## config.mk

```make
export PLATFORM = sky130hd
export DESIGN_NAME = dat_mem_responder
export DESIGN_NICKNAME = d
export VERILOG_FILES = /design/src/rtl/dm_pkg.sv /design/src/rtl/dm_sat_counter.sv /design/src/rtl/dat_mem_responder.sv
export SDC_FILE = /design/constraint.sdc
export NUM_CORES = 2
export LEC_CHECK = 0
export CORE_MARGIN = 2
export CORE_UTILIZATION = 45
export DETAILED_ROUTE_END_ITERATION = 7
export DONT_BUFFER_PORTS = 1
export GPL_TIMING_DRIVEN = 0
export HOLD_SLACK_MARGIN = 0.02
export PLACE_DENSITY = 0.58
export SLEW_MARGIN = 20
export SYNTH_ARGS = -nofsm -noshare
export SYNTH_HDL_FRONTEND = slang
export SYNTH_SLANG_ARGS = --single-unit
```

## constraint.sdc

```tcl
create_clock -name clk -period 7.35 [get_ports clk]
set_input_delay 0.3675 -clock clk [delete_from_list [all_inputs] [get_ports clk]]
set_output_delay 0.3675 -clock clk [all_outputs]
set_load 0.02 [all_outputs]
```

## src/rtl/dm_pkg.sv

```systemverilog
// Shared defaults, FSM state type and counter limit for the data-memory responder.
package dm_pkg;
    localparam int DEF_AW = 8;
    localparam int DEF_DW = 8;
    localparam logic [15:0] CNT_MAX = 16'hFFFF;

    typedef enum logic [0:0] {
        CLEAR = 1'b0,
        READY = 1'b1
    } dm_state_t;
endpackage

```

## src/rtl/dm_sat_counter.sv

```systemverilog
// 16-bit event counter with synchronous clear that sticks at CNT_MAX instead of wrapping.
module dm_sat_counter
    import dm_pkg::*;
(
    input  logic        clk,
    input  logic        clr,
    input  logic        en,
    output logic [15:0] count
);

    always_ff @(posedge clk) begin
        if (clr) begin
            count <= 16'd0;
        end else if (en && (count != CNT_MAX)) begin
            count <= count + 16'd1;
        end
    end

endmodule

```

## src/rtl/dat_mem_responder.sv

```systemverilog
// Single-port data memory serving load/store requests with one-cycle registered response,
// a post-reset zero-fill sweep and saturating access counters.
module dat_mem_responder
    import dm_pkg::*;
#(
    parameter int AW             = DEF_AW,
    parameter int DW             = DEF_DW,
    parameter bit CLEAR_ON_RESET = 1'b1
) (
    input  logic          clk,
    input  logic          reset,
    input  logic          req,
    input  logic          wr_en,
    input  logic [AW-1:0] addr,
    input  logic [DW-1:0] dat_in,
    output logic [DW-1:0] dat_out,
    output logic          ack,
    output logic          busy,
    output logic [15:0]   rd_count,
    output logic [15:0]   wr_count
);

    localparam int DEPTH = 1 << AW;
    localparam logic [0:0] ST_CLEAR = CLEAR;
    localparam logic [0:0] ST_READY = READY;
    localparam logic [0:0] ST_RESET = CLEAR_ON_RESET ? ST_CLEAR : ST_READY;

    logic [DW-1:0] mem [DEPTH];
    logic [0:0]    state;
    logic [AW-1:0] ptr;
    logic          acc_p0;
    logic          mem_we;
    logic [AW-1:0] mem_wa;
    logic [DW-1:0] mem_wd;

    // A request arriving together with reset is dropped.
    assign acc_p0 = req && !reset && (state == ST_READY);
    assign busy   = (state == ST_CLEAR);

    // Sweep and store share the single write port; the FSM guarantees they never overlap.
    always_comb begin
        mem_we = 1'b0;
        mem_wa = ptr;
        mem_wd = '0;
        if (!reset) begin
            if (state == ST_CLEAR) begin
                mem_we = 1'b1;
            end else if (acc_p0 && wr_en) begin
                mem_we = 1'b1;
                mem_wa = addr;
                mem_wd = dat_in;
            end
        end
    end

    always_ff @(posedge clk) begin
        if (mem_we) begin
            mem[mem_wa] <= mem_wd;
        end
    end

    // Stage p0 -> p1: registered response
    always_ff @(posedge clk) begin
        if (reset) begin
            state   <= ST_RESET;
            ptr     <= '0;
            ack     <= 1'b0;
            dat_out <= '0;
        end else begin
            ack <= acc_p0;
            if (state == ST_CLEAR) begin
                ptr <= ptr + AW'(1);
                if (ptr == {AW{1'b1}}) begin
                    state <= ST_READY;
                end
            end
            if (acc_p0 && !wr_en) begin
                dat_out <= mem[addr];
            end
        end
    end

    dm_sat_counter u_rd_cnt (
        .clk   (clk),
        .clr   (reset),
        .en    (acc_p0 && !wr_en),
        .count (rd_count)
    );

    dm_sat_counter u_wr_cnt (
        .clk   (clk),
        .clr   (reset),
        .en    (acc_p0 && wr_en),
        .count (wr_count)
    );

endmodule

```

# Word level (Yosys, flattened, before mapping)
# Memories as Yosys holds them, arrays and structs flattened. A register that Yosys moved wholly into a read port is not among the register bits.
# Index checks and enable logic that the tools add are counted.
# W data, S select, Z words.
# classes
add_sub_neg	3
eq_ne	3
mux	13
bitwise_logic	1
n_reduce_logical	8
# op_table
operator	n
$mux W8	6
$add A16 B1 Y16 const B	2
$ne A16 B16 Y1 const B	2
$add A8 B1 Y8 const B	1
$eq A8 B8 Y1 const B	1
$mux W1	7
$logic_and A1 B1 Y1	6
$logic_not A1 Y1	2
$not A1 Y1	1
# totals
reg_bits	42
ramBits	2048
inputBits	20
output_inout_bits	42
wordCells	34
mem_count	1
# memory_table
name	words	word_bits	rd	rd_clocked_by_memory_dff	write_ports	line	source
mem	256	8	1	1	1	dat_mem_responder.sv:28	logic [DW-1:0] mem [DEPTH];

# Longest topological paths before layout
# logic_depth
ltp_word	9
mapped_depth	12
ltp_nobuf	7

# Cells and area by module
# Synthesis repeated with hierarchy kept, for this count alone.
# hier_totals
cells_unflattened	4038
hier_area_um2	81972.4
# by_module_without_submodules
module	n_inst	cells_per_inst	area_per_inst_um2	seq_area_each_um2
dat_mem_responder	1	3840	80275.7	61859.3
dm_sat_counter	2	99	848.3	320.3

# Worst setup path before layout
# No wires, ideal clock.
# synth_path
kind	input to register
startpoint	in reset
endpoint	mem mem[0][0] in the netlist's numbering, data pin
setup_time_ns	0.869
t_arrival_ns	4.531
required_time_ns	6.481
slack_ns	1.950
stages	4
path_buffers	2
cell_sequence	clkbuf_1 > nor3b_1 > clkbuf_1 > and2_1
# synth_via
elab_chain_cells	7
# synth_rtl
element	line	source
start: declaration	dat_mem_responder.sv:11	input logic reset,
$logic_not A1 Y1	-	
$logic_and A1 B1 Y1 (2 in series)	dat_mem_responder.sv:37	assign acc_p0 = req && !reset && (state == ST_READY);
$logic_and A1 B1 Y1	dat_mem_responder.sv:48	end else if (acc_p0 && wr_en) begin
$mux W8	dat_mem_responder.sv:48	
$mux W8	dat_mem_responder.sv:46	if (state == ST_CLEAR) begin
$mux W8 (*)	dat_mem_responder.sv:45	if (!reset) begin
net mem_wd[0]	dat_mem_responder.sv:34	logic [DW-1:0] mem_wd;
end: declaration	dat_mem_responder.sv:28	
# The timed path passes the listed nets; every way through them passes the cells marked *.

# Worst setup path after layout
# layout_path
startpoint	in addr[1]
endpoint	mem mem[111][6] in the netlist's numbering (enable)
# layout_via
elab_chain_cells	3
# layout_rtl
element	line	source
start: declaration	dat_mem_responder.sv:14	input logic [AW-1:0] addr,
$mux W8	dat_mem_responder.sv:48	
$mux W8	dat_mem_responder.sv:46	
$mux W8	dat_mem_responder.sv:45	
# Every way passes these cells.

==> impl_metrics.prom <==
# TYPE chip_impl_metric gauge
chip_impl_info{name="outcome",value="finished clean"} 1
chip_impl_metric{name="initial_antenna_violation_count",unit=""} 17
chip_impl_metric{name="final.fill_count",unit=""} 14200
chip_impl_metric{name="synth_warnings",unit=""} 0
chip_impl_metric{name="postCtsHoldBufs",unit=""} 10
chip_impl_metric{name="wl_per_cell",unit="um"} 34.9
chip_impl_metric{name="cts.reportedPaths.clkPinSlew",unit="ps"} 60
chip_impl_metric{name="place.gp.congestion",unit=""} 0.964
chip_impl_metric{name="crit_fanout",unit=""} 11
chip_impl_metric{name="grt_start_max_net_pins",unit=""} 73
chip_impl_metric{name="routed_wl",unit="um"} 239000
chip_impl_info{name="topRoutingLayerUsed",value="met5"} 1
chip_impl_metric{name="setup_total_negative_slack",unit="ps"} 0
chip_impl_metric{name="report.final.slew_viol_count",unit=""} 0
chip_impl_metric{name="met3RoutedLength",unit="um"} 21500
chip_impl_metric{name="netlist_instances",unit=""} 4031
chip_impl_metric{name="synth_seq_cells",unit=""} 2098
chip_impl_info{name="min-delay-path-class",value="primary input to register"} 1
chip_impl_metric{name="slew-limit-headroom",unit=""} 0.175
chip_impl_metric{name="crit_buf_inv",unit=""} 6
chip_impl_metric{name="number_of_synthesized_flops_with_an_enable_pin",unit=""} 2048
chip_impl_metric{name="clock-sinks",unit=""} 2098
chip_impl_metric{name="final_layout_size_suffix_gt1_frac",unit=""} 0.209
chip_impl_metric{name="minimum_clock_period_after_layout",unit="ps"} 4950
chip_impl_info{name="synth-main-ff-cell",value="edfxtp_1"} 1
chip_impl_metric{name="synthesis.area",unit="mm^2"} 0.0816
chip_impl_metric{name="path_depth",unit=""} 10
chip_impl_metric{name="yosysSeqAreaShare",unit=""} 0.766
chip_impl_metric{name="met1_length",unit="um"} 94600
chip_impl_metric{name="detailed_place.area",unit="mm^2"} 0.0859
chip_impl_info{name="clock_tree_from_tritoncts",value="done"} 1
chip_impl_metric{name="via_count_of_the_first_global_routing_pass",unit=""} 41800
chip_impl_metric{name="clock_path_buffers",unit=""} 3
chip_impl_metric{name="post_route_cell_area",unit="mm^2"} 0.0926
chip_impl_metric{name="die_area",unit="mm^2"} 0.185
chip_impl_metric{name="cts_htree_levels",unit=""} 4
chip_impl_metric{name="synth_cell_types",unit=""} 55
chip_impl_metric{name="via_count",unit=""} 42400
chip_impl_metric{name="initial_core_util",unit=""} 0.452
chip_impl_metric{name="drt_first_pass_iters",unit=""} 7
chip_impl_metric{name="layout.area.seq",unit="mm^2"} 0.0625
chip_impl_metric{name="slowest_delay",unit="ps"} 810
chip_impl_info{name="path_class",value="primary input to register"} 1
chip_impl_metric{name="cp_data_arrival_time",unit="ps"} 5420
chip_impl_metric{name="power.ir.vdd_worst",unit="uV"} 226
chip_impl_metric{name="vias_per_cell",unit=""} 6.18
chip_impl_info{name="worst_path_max_delay_cell",value="nand3_1"} 1
chip_impl_metric{name="r2r.worst_path.cells",unit=""} 8
chip_impl_metric{name="postSynthAreaPerCell",unit="um^2"} 20.3
chip_impl_metric{name="worst-endpoint-required",unit="ps"} 7820
chip_impl_metric{name="core_region_area",unit="mm^2"} 0.181
chip_impl_info{name="clockRootBuffer",value="clkbuf_16"} 1
chip_impl_metric{name="finalClockSkew",unit="ps"} 31.6
chip_impl_metric{name="grt_first_pass_wirelength",unit="um"} 330000
chip_impl_metric{name="place.port_buffers",unit=""} 0
chip_impl_metric{name="multiInputGateArea",unit="mm^2"} 0.0179
chip_impl_metric{name="fmaxAchievable",unit="GHz"} 0.202
chip_impl_info{name="path_delay_family",value="buffers and inverters"} 1
chip_impl_info{name="element_type_at_the_critical_path_end",value="register"} 1
chip_impl_metric{name="post_cts.repair.setup_buffers",unit=""} 0
chip_impl_metric{name="postSynth.asyncResetShare",unit=""} 0
chip_impl_metric{name="clk-insertion-delay-late",unit="ps"} 860
chip_impl_info{name="final_common_cell",value="edfxtp_1"} 1
chip_impl_metric{name="finalSetupViolations",unit=""} 0
chip_impl_metric{name="hpwl",unit="um"} 166000
chip_impl_metric{name="fp.dieW",unit="um"} 430
chip_impl_info{name="timing.critical_path.cells",value="buf_4, buf_4, buf_4, buf_2, buf_2, nand3_1, o21ai_1, nand3_1, buf_2, nor2_1"} 1
chip_impl_metric{name="tritoncts.num_buffers",unit=""} 211
chip_impl_metric{name="maxCapViolCount",unit=""} 0
chip_impl_metric{name="routed-wl-met2",unit="um"} 114000
chip_impl_metric{name="cts_repair_resize_count",unit=""} 0
chip_impl_metric{name="power_density",unit="mW/mm^2"} 260
chip_impl_metric{name="post_synthesis_net_count",unit=""} 4054
chip_impl_metric{name="core.rowCount",unit=""} 156
chip_impl_metric{name="drc_errors",unit=""} 0
chip_impl_metric{name="number_of_top_level_pins",unit=""} 62
chip_impl_info{name="mostFrequentLayoutCells",value="2048 x edfxtp_1, 442 x mux4_2, 320 x nor2_1"} 1
chip_impl_metric{name="hold-path-cell-count",unit=""} 1
chip_impl_metric{name="cellLeakagePower",unit="uW"} 0.0333
chip_impl_metric{name="die_height",unit="um"} 430
chip_impl_info{name="startpoint_type",value="primary input"} 1
chip_impl_metric{name="grt-ovfl-total",unit=""} 0
chip_impl_metric{name="gr-usage-all-layers",unit=""} 0.258
chip_impl_metric{name="layout.nets",unit=""} 4326
chip_impl_metric{name="detailedRoute.firstIterationViolations",unit=""} 5924
chip_impl_metric{name="area_growth_syn_to_layout",unit="%"} 13.4
chip_impl_metric{name="tightest_slew",unit="ps"} 1230
chip_impl_metric{name="antenna_violating_nets_post_route",unit=""} 0
chip_impl_metric{name="fin_crit_sh",unit=""} 0.673
chip_impl_info{name="rsz_0062_raised_after_global_routing",value="no"} 1
chip_impl_metric{name="timing_hold_violations_final",unit=""} 0
-- worst reg2reg max path: stages, from the launching register on --
cell	delay, ps
dfxtp_1	300
buf_2	250
nand2_1	150
nor3b_2	620
nand3_1	140
o21ai_1	430
nand3_1	810
buf_2	680
nor2_1	810
-- per-layer routing --
| metal | vias up | GRT usage |
|---|---|---|
| li1 | 17300 | - |
| met1 | 22600 | 0.354 |
| met2 | 2039 | 0.410 |
| met3 | 431 | 0.0543 |
| met4 | 6 | 0.0933 |
| met5 | - | 0 |
-- power by group --
group | total (uW) | internal [uW] | leakage (uW) | switching [uW]
Clock | 10300 | 5660 | 0.00320 | 4670
Sequential | 12900 | 12900 | 0.0236 | 3.54
Combinational | 800 | 248 | 0.00652 | 551
Total | 24100 | 18800 | 0.0333 | 5230
-- layout make-up --
type,count,share of cell area
clock inverter,128,0.0122
timing repair buffer,59,0.0137
clock buffer,260,0.0590
tap,2370,0.0320
inverter,11,0.000446
buffer,236,0.0139
antenna,10,0.000270
sequential,2098,0.675
multi-input combinational,1686,0.194
-- cells in the mapped netlist, types with 17 or more instances --
cell	n	share of area
o221ai_1	49	0.0053
o21ai_0	63	0.0039
mux4_2	442	0.12
mux2i_1	198	0.024
or3_1	23	0.0018
edfxtp_1	2048	0.75
clkbuf_1	120	0.0055
a211oi_1	24	0.0022
a22o_1	22	0.0024
dfxtp_1	50	0.012
buf_6	29	0.0040
buf_1	21	0.00097
and2_1	26	0.0020
nor2_1	323	0.015
xnor2_1	20	0.0021
nand2_1	91	0.0042
buf_2	39	0.0024
buf_4	27	0.0025
a21oi_1	44	0.0027
o211ai_1	17	0.0016
nand3_1	53	0.0032
o22ai_1	69	0.0053
a221oi_1	28	0.0030
-- kinds of logic (layout without fill, tap and decap cells) --
logic type	Yosys count	in the layout	share of synthesized area
buf+inv	247	694	0.0159
compound gates	393	393	0.0337
other cells	0	10	0
fa+ha+maj	3	3	0.000460
mux	650	650	0.148
flops	2098	2098	0.766
xor+xnor	35	35	0.00375
simple gates	605	605	0.0331
-- worst paths after layout --
| check | start | endpoint | slack, ps |
|---|---|---|---|
| max | addr[1] | mem[111][6] | 2400 |
| min | dat_in[2] | mem[16][2] | 70 |
| max reg2reg | state | mem[111][6] | 2780 |
| min reg2reg | ptr[5] | ptr[5] | 620 |
-- through the flow --
stage               power, uW  cells  utilization  setup WS [ps]  hold WS, ps
global route            24600   6853        0.513           2430         44.7
global placement        14000   6401        0.469          -3980          544
CTS                     24200   6848        0.513           2630         27.2
floorplan               13600   4031            -           1950          507
finish                  24100   6858        0.513           2400         65.4
detailed placement      14000   6450        0.476           1720          559
-- flip-flops by register name, indices dropped and copies added (netlist names) --
signal,cells
ptr,8
state,1
u_rd_cnt.count,16
ack,1
dat_out,8
mem,2048
u_wr_cnt.count,16
Power figures use the tool's default switching activity.
